==> config.mk <==
export PLATFORM = sky130hd
export DESIGN_NAME = mic1_regfile
export DESIGN_NICKNAME = d
export VERILOG_FILES = /design/src/rtl/mic1_pkg.sv /design/src/rtl/mic1_bbus_mux.sv /design/src/rtl/mic1_regfile.sv
export SDC_FILE = /design/constraint.sdc
export NUM_CORES = 1
export LEC_CHECK = 0
export CORE_ASPECT_RATIO = 1.4
export CORE_MARGIN = 2
export CORE_UTILIZATION = 40
export CTS_CLUSTER_SIZE = 16
export DETAILED_ROUTE_END_ITERATION = 10
export PLACE_DENSITY = 0.69
export SETUP_SLACK_MARGIN = 0.02
export SKIP_LAST_GASP = 1
export SYNTH_ARGS = -nofsm -noshare
export SYNTH_HDL_FRONTEND = slang
export SYNTH_SLANG_ARGS = --single-unit
==> constraint.sdc <==
create_clock -name clk -period 3.6 [get_ports clk]
set_input_delay 0.36 -clock clk [delete_from_list [all_inputs] [get_ports clk]]
set_output_delay 0.36 -clock clk [all_outputs]
set_load 0.02 [all_outputs]
==> src/rtl/mic1_pkg.sv <==
// Shared definitions for the MIC-1 datapath: B-bus source encoding,
// C-bus enable bit positions and register reset values.
package mic1_pkg;

  typedef enum logic [3:0] {
    B_MDR  = 4'd0,
    B_PC   = 4'd1,
    B_MBR  = 4'd2,
    B_MBRU = 4'd3,
    B_SP   = 4'd4,
    B_LV   = 4'd5,
    B_CPP  = 4'd6,
    B_TOS  = 4'd7,
    B_OPC  = 4'd8
  } b_sel_e;

  localparam int C_MAR = 0;
  localparam int C_MDR = 1;
  localparam int C_PC  = 2;
  localparam int C_SP  = 3;
  localparam int C_LV  = 4;
  localparam int C_CPP = 5;
  localparam int C_TOS = 6;
  localparam int C_OPC = 7;
  localparam int C_H   = 8;
  localparam int C_EN_W = 9;

  localparam logic [31:0] RST_PC  = 32'h0000_0000;
  localparam logic [31:0] RST_SP  = 32'h0000_8000;
  localparam logic [31:0] RST_LV  = 32'h0000_8000;
  localparam logic [31:0] RST_CPP = 32'h0000_4000;

endpackage

==> src/rtl/mic1_bbus_mux.sv <==
// B-bus source select for the MIC-1 datapath; unused codes drive zero.
module mic1_bbus_mux
  import mic1_pkg::*;
(
  input  logic [3:0]  b_sel,
  input  logic [31:0] mdr,
  input  logic [31:0] pc,
  input  logic [7:0]  mbr,
  input  logic [31:0] sp,
  input  logic [31:0] lv,
  input  logic [31:0] cpp,
  input  logic [31:0] tos,
  input  logic [31:0] opc,
  output logic [31:0] b_bus
);

  always_comb begin
    b_bus = 32'h0;
    case (b_sel_e'(b_sel))
      B_MDR:   b_bus = mdr;
      B_PC:    b_bus = pc;
      B_MBR:   b_bus = {{24{mbr[7]}}, mbr};
      B_MBRU:  b_bus = {24'h0, mbr};
      B_SP:    b_bus = sp;
      B_LV:    b_bus = lv;
      B_CPP:   b_bus = cpp;
      B_TOS:   b_bus = tos;
      B_OPC:   b_bus = opc;
      default: b_bus = 32'h0;
    endcase
  end

endmodule

==> src/rtl/mic1_regfile.sv <==
// MIC-1 register file: nine C-bus writable registers, MBR, ALU flags and
// the one-cycle-latency memory read/fetch tracking.
module mic1_regfile
  import mic1_pkg::*;
#(
  parameter logic [31:0] PC_RESET  = RST_PC,
  parameter logic [31:0] SP_RESET  = RST_SP,
  parameter logic [31:0] LV_RESET  = RST_LV,
  parameter logic [31:0] CPP_RESET = RST_CPP
) (
  input  logic              clk,
  input  logic              rst,
  input  logic [3:0]        b_sel,
  input  logic [C_EN_W-1:0] c_en,
  input  logic [31:0]       c_bus,
  input  logic              rd,
  input  logic              wr,
  input  logic              fetch,
  input  logic              alu_n,
  input  logic              alu_z,
  input  logic [31:0]       mem_rdata,
  input  logic [7:0]        mem_fdata,
  output logic [31:0]       a_bus,
  output logic [31:0]       b_bus,
  output logic [31:0]       mem_addr,
  output logic [31:0]       mem_wdata,
  output logic [31:0]       mem_pc,
  output logic              mem_rd,
  output logic              mem_wr,
  output logic              mem_fetch,
  output logic              n_flag,
  output logic              z_flag,
  output logic [7:0]        mbr_out,
  output logic              rw_err
);

  logic [31:0] mar_q, mar_d, mdr_q, mdr_d, pc_q, pc_d, sp_q, sp_d;
  logic [31:0] lv_q, lv_d, cpp_q, cpp_d, tos_q, tos_d, opc_q, opc_d;
  logic [31:0] h_q, h_d;
  logic [7:0]  mbr_q, mbr_d;
  logic        n_q, n_d, z_q, z_d;
  logic        rd_pend_q, rd_pend_d, f_pend_q, f_pend_d;

  always_comb begin
    mar_d     = c_en[C_MAR] ? c_bus : mar_q;
    pc_d      = c_en[C_PC]  ? c_bus : pc_q;
    sp_d      = c_en[C_SP]  ? c_bus : sp_q;
    lv_d      = c_en[C_LV]  ? c_bus : lv_q;
    cpp_d     = c_en[C_CPP] ? c_bus : cpp_q;
    tos_d     = c_en[C_TOS] ? c_bus : tos_q;
    opc_d     = c_en[C_OPC] ? c_bus : opc_q;
    h_d       = c_en[C_H]   ? c_bus : h_q;
    // Returning read data beats a same-edge C-bus write to MDR.
    if (rd_pend_q)        mdr_d = mem_rdata;
    else if (c_en[C_MDR]) mdr_d = c_bus;
    else                  mdr_d = mdr_q;
    mbr_d     = f_pend_q ? mem_fdata : mbr_q;
    rd_pend_d = rd;
    f_pend_d  = fetch;
    n_d       = alu_n;
    z_d       = alu_z;
  end

  always_ff @(posedge clk) begin
    if (rst) begin
      mar_q     <= 32'h0;
      mdr_q     <= 32'h0;
      pc_q      <= PC_RESET;
      sp_q      <= SP_RESET;
      lv_q      <= LV_RESET;
      cpp_q     <= CPP_RESET;
      tos_q     <= 32'h0;
      opc_q     <= 32'h0;
      h_q       <= 32'h0;
      mbr_q     <= 8'h00;
      n_q       <= 1'b0;
      z_q       <= 1'b1;
      rd_pend_q <= 1'b0;
      f_pend_q  <= 1'b0;
    end else begin
      mar_q     <= mar_d;
      mdr_q     <= mdr_d;
      pc_q      <= pc_d;
      sp_q      <= sp_d;
      lv_q      <= lv_d;
      cpp_q     <= cpp_d;
      tos_q     <= tos_d;
      opc_q     <= opc_d;
      h_q       <= h_d;
      mbr_q     <= mbr_d;
      n_q       <= n_d;
      z_q       <= z_d;
      rd_pend_q <= rd_pend_d;
      f_pend_q  <= f_pend_d;
    end
  end

  mic1_bbus_mux u_bbus_mux (
    .b_sel (b_sel),
    .mdr   (mdr_q),
    .pc    (pc_q),
    .mbr   (mbr_q),
    .sp    (sp_q),
    .lv    (lv_q),
    .cpp   (cpp_q),
    .tos   (tos_q),
    .opc   (opc_q),
    .b_bus (b_bus)
  );

  assign a_bus     = h_q;
  assign mem_addr  = mar_q;
  assign mem_wdata = mdr_q;
  assign mem_pc    = pc_q;
  assign mem_rd    = rd;
  // A simultaneous read and write is treated as a microcode error: read only.
  assign mem_wr    = wr & ~rd;
  assign rw_err    = rd & wr;
  assign mem_fetch = fetch;
  assign n_flag    = n_q;
  assign z_flag    = z_q;
  assign mbr_out   = mbr_q;

endmodule

==> flow_results.org, run 1 <==
** Logic synthesis
- Share of synthesized registers carrying an async set or reset :: 0%
- The synthesized netlist contains 47 unique library cells.
- Counting flops with a built-in enable in the synthesized netlist gives 0.
- The cell count after synthesis came out at 1375.
- After synthesis the netlist holds a flip-flop and latch count of 300.
- The Yosys step of the flow raised 0 warnings.
- After synthesis the cells add up to 13000 um^2.
- For this run, the register share of the synthesized area comes to 46.3%.
- Ranking of synthesized cells by area :: sky130_fd_sc_hd__dfxtp_1 (46%), sky130_fd_sc_hd__mux2i_1 (25%), sky130_fd_sc_hd__nor2_1 (9.8%), sky130_fd_sc_hd__a22oi_1 (2.4%), sky130_fd_sc_hd__clkbuf_1 (2.4%)
- Summed over all instances, the cell type with the most area after synthesis is sky130_fd_sc_hd__dfxtp_1.
- Each instance of the synthesized netlist takes up on average 9.44 um^2.
- Primary FF master, synth :: sky130_fd_sc_hd__dfxtp_1
- When the netlist entered floorplanning its net count stood at 1467.
- Commonest cells in the synthesized netlist :: sky130_fd_sc_hd__nor2_1 (339), sky130_fd_sc_hd__mux2i_1 (320), sky130_fd_sc_hd__dfxtp_1 (300), sky130_fd_sc_hd__clkbuf_1 (82), sky130_fd_sc_hd__a21oi_1 (55)
- In this run the biggest area consumer among cell types represents 46.3% of the synthesized area.
- Most frequent cell after synthesis :: sky130_fd_sc_hd__nor2_1

** Clocking
- The longest clock path from root to sink contains 3 buffers.
- Post-CTS setup repair buffer count :: 0
- Hold repair after CTS inserted 0 buffers.
- Library cell used as clock root buffer :: sky130_fd_sc_hd__clkbuf_16
- The later pin in the worst-skew pair is clocked with a latency of 570 ps.
- Clock-pin slew was measured on the worst setup and hold paths at 60 ps.
- CTS built an H-tree with a depth of 1.
- TritonCTS clock tree :: built
- Counting the buffers created by CTS gives 31.
- Counting every sink on the clock net gives 300.
- Gates resized during post-CTS repair numbered 0.

** Floorplanning
- Area of the core :: 32200 um^2
- Number of standard-cell rows in the floorplan :: 78
- Height of the die :: 217 um
- Pin placement for this block handled 266 I/O pins.
- The floorplan step defined a die boundary enclosing 33900 um^2.
- Measured along the x axis, the die boundary spans 156 um.
- Starting density of the core :: 40.3%

** Cells and area
- The area growth from synthesis to layout is 28.8%.
- Cells fill 51.9% of the core in the end.
- Final layout net count :: 1652
- Excluding fillers, the count of instances in the completed layout stands at 1982.
- Share of cells above drive strength 1 :: 7.77%
- Once layout is done, the placed cells without fillers occupy 16700 um^2.
- The number of antenna diodes in the final layout is 0.

** Drt
- In the routed layout, each cell is associated on average with a via count of 5.34.
- Summed over all nets, wire length on met2 after detailed routing comes to 19.7 mm.
- Highest routing layer actually used :: met4
- The routed design uses 2.47 mm of met3 wire.
- The routed layout has 10600 vias.
- In this run the remaining antenna-violating nets after routing total 0.
- After detailed routing, the wire length on met1 is 16.6 mm.
- The final layout contains routed wiring with a total length of 39.9 mm.
- Length of the first detailed-routing pass in iterations :: 5
- After detailed routing, the average wire length per cell comes to 20.1 um.
- After detailed routing, the number of remaining DRC violations is 0.
- Drt initial violations :: 662

** Critical path
- On the critical path, the stage with the largest delay is an instance of sky130_fd_sc_hd__nor2b_1.
- The setup path with the least slack is of type flip-flop to primary output.
- CP bufs+invs :: 1
- The critical path starts at mbr_out[7]$_SDFFE_PP0P_.
- Required time reported for the critical path endpoint :: 3240 ps
- STA classifies the critical path endpoint as a primary output.
- Broken down by cell family, the worst path's largest delay share belongs to simple AND/OR/NAND/NOR gates.
- Setup slack of the most critical reg-to-reg path :: 1930 ps
- Of all nets on the critical path, the largest fanout is 11.
- Reg2reg start :: rd_pend_q$_SDFF_PP0_
- Crit path DAT :: 3000 ps
- Traced cell by cell, the critical path runs through nor2b_1 -> a21o_1 -> a22oi_1 -> nand3_1 -> clkdlybuf4s50_1.
- Max stage delay on crit path :: 950 ps
- The worst setup path is launched from a flip-flop.

** Power and ir drop
- In this run switching power makes up 26.8% of total power.
- For this design the ratio of total power to cell area is 489 nW/um^2.
- The share of total power dissipated in the clock network is 39.7%.
- Total power consumption of the routed design :: 8170 uW
- Logic pwr share :: 15.5%
- VDD sags by at most 0.000488 V.
- Summed over all cells, the static leakage comes to 0.00728 uW.
- Internal power comes to 5980 uW.
- In this run the power spent charging and discharging nets is 2190 uW.
- In this run, flip-flops and latches consume 44.7% of the power.

** STA
- The total count of max-transition violations in the final report came to 0.
- Max-slew headroom :: 20.4%
- At the pin with the least slew margin, the transition time is 1190 ps.
- Maximum clock frequency :: 298 MHz
- After layout, the minimum clock period comes to 3360 ps.
- Setup repair after global routing left no endpoint under its margin.
- Setup-failing EPs final :: 0
- Between clock sinks in the finished design, the worst skew comes to 20.6 ps.
- Sum of negative setup slack :: 0 ps
- The final count of hold timing violations is 0.
- Of the available clock period, the critical path in the final layout requires 93.2%.

** Placement
- After detailed placement, the total cell area comes to 15700 um^2.
- Routability-driven placement finished with a final weighted congestion of 0.842.
- Placed cell count :: 1927
- Number of port buffers :: 265
- Detailed placement finished with a half-perimeter wire length of 26.9 mm.

** Global routing
- Global routing used 22.8% of the available tracks.
- Wire length of the first global-routing pass :: 60.5 mm
- Entering global routing, the biggest net connects 135 pins.
- The initial antenna violation count was 0.
- For this run the aggregate overflow at the end of global routing stands at 0.
- The number of global-route vias before repair came to 10400.

** Run
- The tool flagged a number of max-cap violations equal to 0.

** Min path
- The startpoint identified for the worst hold timing path is rst.
- The tightest min-delay check is of the input pin to flip-flop type.

** Outcome
- The run finished with clean final reports.
## logic make-up (layout without fill, tap and decap cells)
logic type      Yosys count  after routing  synth area share (%)
flops                   300            300                  46.3
mux                     337            337                  26.2
simple gates            431            431                  14.0
buf+inv                 148            355                  5.17
compound gates          159            159                  8.30
## final timing paths
path / endpoint / cells past startpoint
min: mbr_out[1]$_SDFFE_PP0P_ / 2
max reg2reg: mem_wdata[30]$_SDFFE_PP0P_ / 4
max: b_bus[18] / 5
min reg2reg: a_bus[17]$_SDFFE_PP0P_ / 2
## final cells by class
class | count | area, um^2
repair buffers | 298 | 2870
multi-input cells | 927 | 6310
well taps | 400 | 500
fillers | 2931 | 15500
flip-flops and latches | 300 | 6010
clock buffers | 41 | 853
clock inverters | 14 | 160
inverters | 2 | 7.51
## through the flow
stage | hold WS, ps | worst slack, ps
2_1_floorplan | 451 | 1710
3_3_place_gp | 465 | 345
3_5_place_dp | 479 | 295
4_1_cts | 317 | 211
5_1_grt | 338 | 137
6_report | 282 | 244
## sequential cells by signal, indices dropped and copies added, names as in the netlist
name,count
mem_addr,32
cpp_q,32
rd_pend_q,1
opc_q,32
n_flag,1
mem_wdata,32
tos_q,32
a_bus,32
lv_q,32
f_pend_q,1
mem_pc,32
z_flag,1
mbr_out,8
sp_q,32
## power groups by stage
stage	logic [uW]	registers, uW	clock network, uW
2_1_floorplan	656	3800	0
5_1_grt	1360	3670	3420
3_3_place_gp	1250	3720	0
3_5_place_dp	1270	3720	0
4_1_cts	1270	3650	3290
6_report	1270	3650	3250
## worst reg2reg max path, cell delays in order (launching register included)
cell and delay, ps:
sky130_fd_sc_hd__dfxtp_2 720, sky130_fd_sc_hd__buf_4 510, sky130_fd_sc_hd__nor2_1 110, sky130_fd_sc_hd__a21oi_1 140, sky130_fd_sc_hd__nor2_1 50
## placed cells by master (no fill, tap or decap), types with 7 or more instances in the layout
cell type	n
sky130_fd_sc_hd__a21o_1	12
sky130_fd_sc_hd__a21oi_1	55
sky130_fd_sc_hd__a22o_1	9
sky130_fd_sc_hd__a22oi_1	41
sky130_fd_sc_hd__buf_2	12
sky130_fd_sc_hd__buf_4	34
sky130_fd_sc_hd__clkbuf_16	31
sky130_fd_sc_hd__clkdlybuf4s50_1	248
sky130_fd_sc_hd__dfxtp_1	299
sky130_fd_sc_hd__mux2_2	14
sky130_fd_sc_hd__mux2i_1	320
sky130_fd_sc_hd__nand2_1	18
sky130_fd_sc_hd__nand3_1	13
sky130_fd_sc_hd__nor2_1	339
sky130_fd_sc_hd__nor2b_1	15
sky130_fd_sc_hd__nor3_1	10
sky130_fd_sc_hd__o221ai_1	10
sky130_fd_sc_hd__o22a_1	7
## per-layer routing
metal  global-route usage, %  vias to the layer above
met4                    8.01                        0
met1                    28.5                     5076
met5                       0                        -
li1                        -                     5072
met3                    3.64                       70
met2                    39.8                      366
(Power assumes the default switching activity.)
==> inputs of run 2 (changes only) <==
--- a/config.mk
+++ b/config.mk
@@ -8,6 +8,7 @@
 export CORE_ASPECT_RATIO = 1.4
 export CORE_MARGIN = 2
 export CORE_UTILIZATION = 40
+export CTS_BUF_LIST = sky130_fd_sc_hd__clkbuf_8
 export CTS_CLUSTER_SIZE = 16
 export DETAILED_ROUTE_END_ITERATION = 10
 export PLACE_DENSITY = 0.69
==> run 2 against run 1 <==
Clock power is 12% lower; cell area decreased by 0.62%; register-to-register slack got worse by 30 ps; combinational power barely moved; first-iteration DRC count is 7.6% higher; sequential power barely moved; flip-flop and latch count did not move; largest cell class unchanged; hold slack lost 9.2 ps.
==> flow_results.org, run 2 (synthesis gave the netlist of run 1 again) <==
** Critical path
- The maximum cell stage delay along the critical path is 970 ps (+20 ps).
- CP bufs+invs :: 1 (unchanged)
- For this design, the slowest cell found on the critical path is sky130_fd_sc_hd__nor2b_1.
- Grouping stages by cell kind, the critical path spends the most delay in simple AND/OR/NAND/NOR gates.
- Reg2reg start :: rd_pend_q$_SDFF_PP0_
- STA classifies the critical path endpoint as a primary output.
- The critical path is of the flip-flop to primary output type.
- Highest net fanout along the worst path :: 11 (unchanged)
- The critical path starts at mbr_out[7]$_SDFFE_PP0P_.
- The signal on the critical path passes through nor2b_1 -> a21o_1 -> a22oi_1 -> nand3_1 -> clkdlybuf4s50_1.
- Crit path DAT :: 3050 ps (+50 ps)
- STA classifies the critical path startpoint as a flip-flop.
- Required time reported for the critical path endpoint :: 3240 ps (about the same)

** Clocking
- TritonCTS clock tree :: built
- Post-CTS Hold Fix Bufs :: 0 (unchanged)
- The CTS clock-pin slew for the worst setup and hold paths was 70 ps (about the same).
- Post-CTS setup repair buffer count :: 0 (unchanged)
- Clock latency on the worst-skew pair :: 600 ps (+30 ps)
- The total clock buffers created by CTS came to 46 (+48%).
- The clock sink count is 300 (unchanged).
- CTS placed an instance of sky130_fd_sc_hd__clkbuf_8 at the clock tree root.
- Maximum clock path buffer count :: 3 (unchanged)
- H-tree level count :: 2 (+1)
- The number of gates resized after CTS was 0 (unchanged).

** Cells and area
- Share of cells above drive strength 1 :: 8.85% (+1.1 points)
- The antenna diode count was 0 (unchanged).
- The top cell types in the final layout, fill and taps aside, are sky130_fd_sc_hd__nor2_1 (339), sky130_fd_sc_hd__mux2i_1 (320), sky130_fd_sc_hd__dfxtp_1 (299), sky130_fd_sc_hd__clkdlybuf4s50_1 (248), sky130_fd_sc_hd__a21oi_1 (55).
- Leading cell type in the layout, fill and taps excluded :: sky130_fd_sc_hd__nor2_1
- The number of nets in the finished design was 1667 (+0.91%).
- Util after Layout :: 51.6% (-0.32 points)
- The area growth from synthesis to layout is 28.0%.

** Drt
- The vias after detailed routing is 10700 (+0.78%).
- DRC violation count after routing :: 0 (unchanged)
- Length of the first detailed-routing pass in iterations :: 5 (unchanged)
- The number of DRC markers in iteration 0 is 712 (+7.6%).
- Vias per cell :: 5.32 (-0.37%)
- Antenna viol nets, final :: 0 (unchanged)
- The aggregate routed wire length is 40.1 mm (+0.54%).
- WL/cell :: 20.0 um (-0.61%)

** Placement
- The placer's final routability congestion estimate was 0.842 (unchanged).
- Number of port buffers :: 265 (unchanged)
- DP HPWL :: 26.9 mm (unchanged)

** STA
- The final setup TNS came to 0 ps (unchanged).
- Final period util :: 94.8% (+1.6 points)
- Worst Clk Skew :: 24.8 ps (+4.23 ps)
- Setup repair after global routing left no endpoint under its margin.
- The actual slew at the worst max-slew pin is 1200 ps (+9.70 ps).
- The final setup violation count is 0 (unchanged).
- Maximum clock frequency :: 293 MHz (-1.7%)
- Final count of hold timing violations :: 0 (unchanged)
- Final Critical Period :: 3410 ps (+56.8 ps)
- Number of slew-limit violations in the final report :: 0 (unchanged)
- The max-slew headroom at the worst pin is 19.8% (-0.65 points).

** Min path
- Hold wc startpoint :: rst
- The worst hold path belongs to the class input pin to flip-flop.

** Power and ir drop
- Peak ir drop on the vdd network :: 0.000400 V (-18%)
- The power density over the cells came to 469 nW/um^2 (-4.0%).
- Cell leakage power :: 0.00730 uW (+0.30%)

** Global routing
- The first-pass GRT wire length is 60.9 mm (+0.66%).
- Largest net degree at the start of global routing :: 135 (unchanged)
- Number of global-route vias before repair :: 10600 (+1.8%)
- The combined global-route utilization of all metal layers came to 23.0% (+0.22 points).
- Antenna violations before repair :: 0 (unchanged)
- The final global-route overflow total is 0 (unchanged).

** Floorplanning
- The standard cell core area came to 32200 um^2 (unchanged).
- Die width :: 156 um (unchanged)
- Number of standard-cell rows in the floorplan :: 78 (unchanged)
- Floorplan die area :: 33900 um^2 (unchanged)
- Starting density of the core :: 40.3% (unchanged)
- Height of the die :: 217 um (unchanged)
- Io pins :: 266 (unchanged)

** Run
- The reported max-cap violation count is 0 (unchanged).

** Outcome
- The run finished with clean final reports.
-- run 2: changes by cell type in the layout (fill, tap and decap cells not counted) --
cell and delta:
sky130_fd_sc_hd__clkinvlp_4 -2, sky130_fd_sc_hd__inv_8 +1, sky130_fd_sc_hd__clkbuf_16 -31, sky130_fd_sc_hd__clkbuf_1 -6, sky130_fd_sc_hd__inv_1 +10, sky130_fd_sc_hd__clkbuf_8 +50, sky130_fd_sc_hd__clkinv_2 +4, sky130_fd_sc_hd__inv_6 -2
sky130_fd_sc_hd__bufinv_16 -1
-- run 2: path summary, 6_finish.rpt --
kind | slack (ps) | cells past startpoint | to
worst max register to register | 1900 | 4 | mem_wdata[30]$_SDFFE_PP0P_
worst min-delay path | 270 | 2 | mbr_out[0]$_SDFFE_PP0P_
worst min register to register | 490 | 2 | a_bus[12]$_SDFFE_PP0P_
worst max-delay path | 190 | 5 | b_bus[18]
-- run 2: layer usage --
layer	share of wire, %	GRT usage (%)
met1	42	28.3
met2	48	39.1
met3	6.5	4.92
met4	3.6	9.57
met5	0	0
-- run 2: metrics by stage --
step | power (uW) | worst slack, ps | hold slack [ps] | cell area, um^2 | instances
2_1_floorplan | 4460 | 1710 | 451 | 13000 | 1375
3_3_place_gp | 4970 | 345 | 465 | 15700 | 1927
3_5_place_dp | 4990 | 295 | 479 | 15700 | 1927
4_1_cts | 7870 | 182 | 268 | 16600 | 2005
5_1_grt | 8120 | 118 | 320 | 16600 | 2005
6_report | 7790 | 188 | 273 | 16600 | 2005
-- run 2: power by group --
part | total (uW) | switching [uW] | internal (uW)
Sequential | 3650 | 130 | 3520
Clock | 2870 | 1360 | 1510
Combinational | 1270 | 691 | 576
Total | 7790 | 2180 | 5610
-- run 2: cell type report --
class / count / area, um^2
inverters: 2 / 7.51
multi-input cells: 927 / 6310
flip-flops and latches: 300 / 6010
repair buffers: 298 / 2870
clock buffers: 54 / 743
clock inverters: 24 / 166
fillers: 2962 / 15600
well taps: 400 / 500
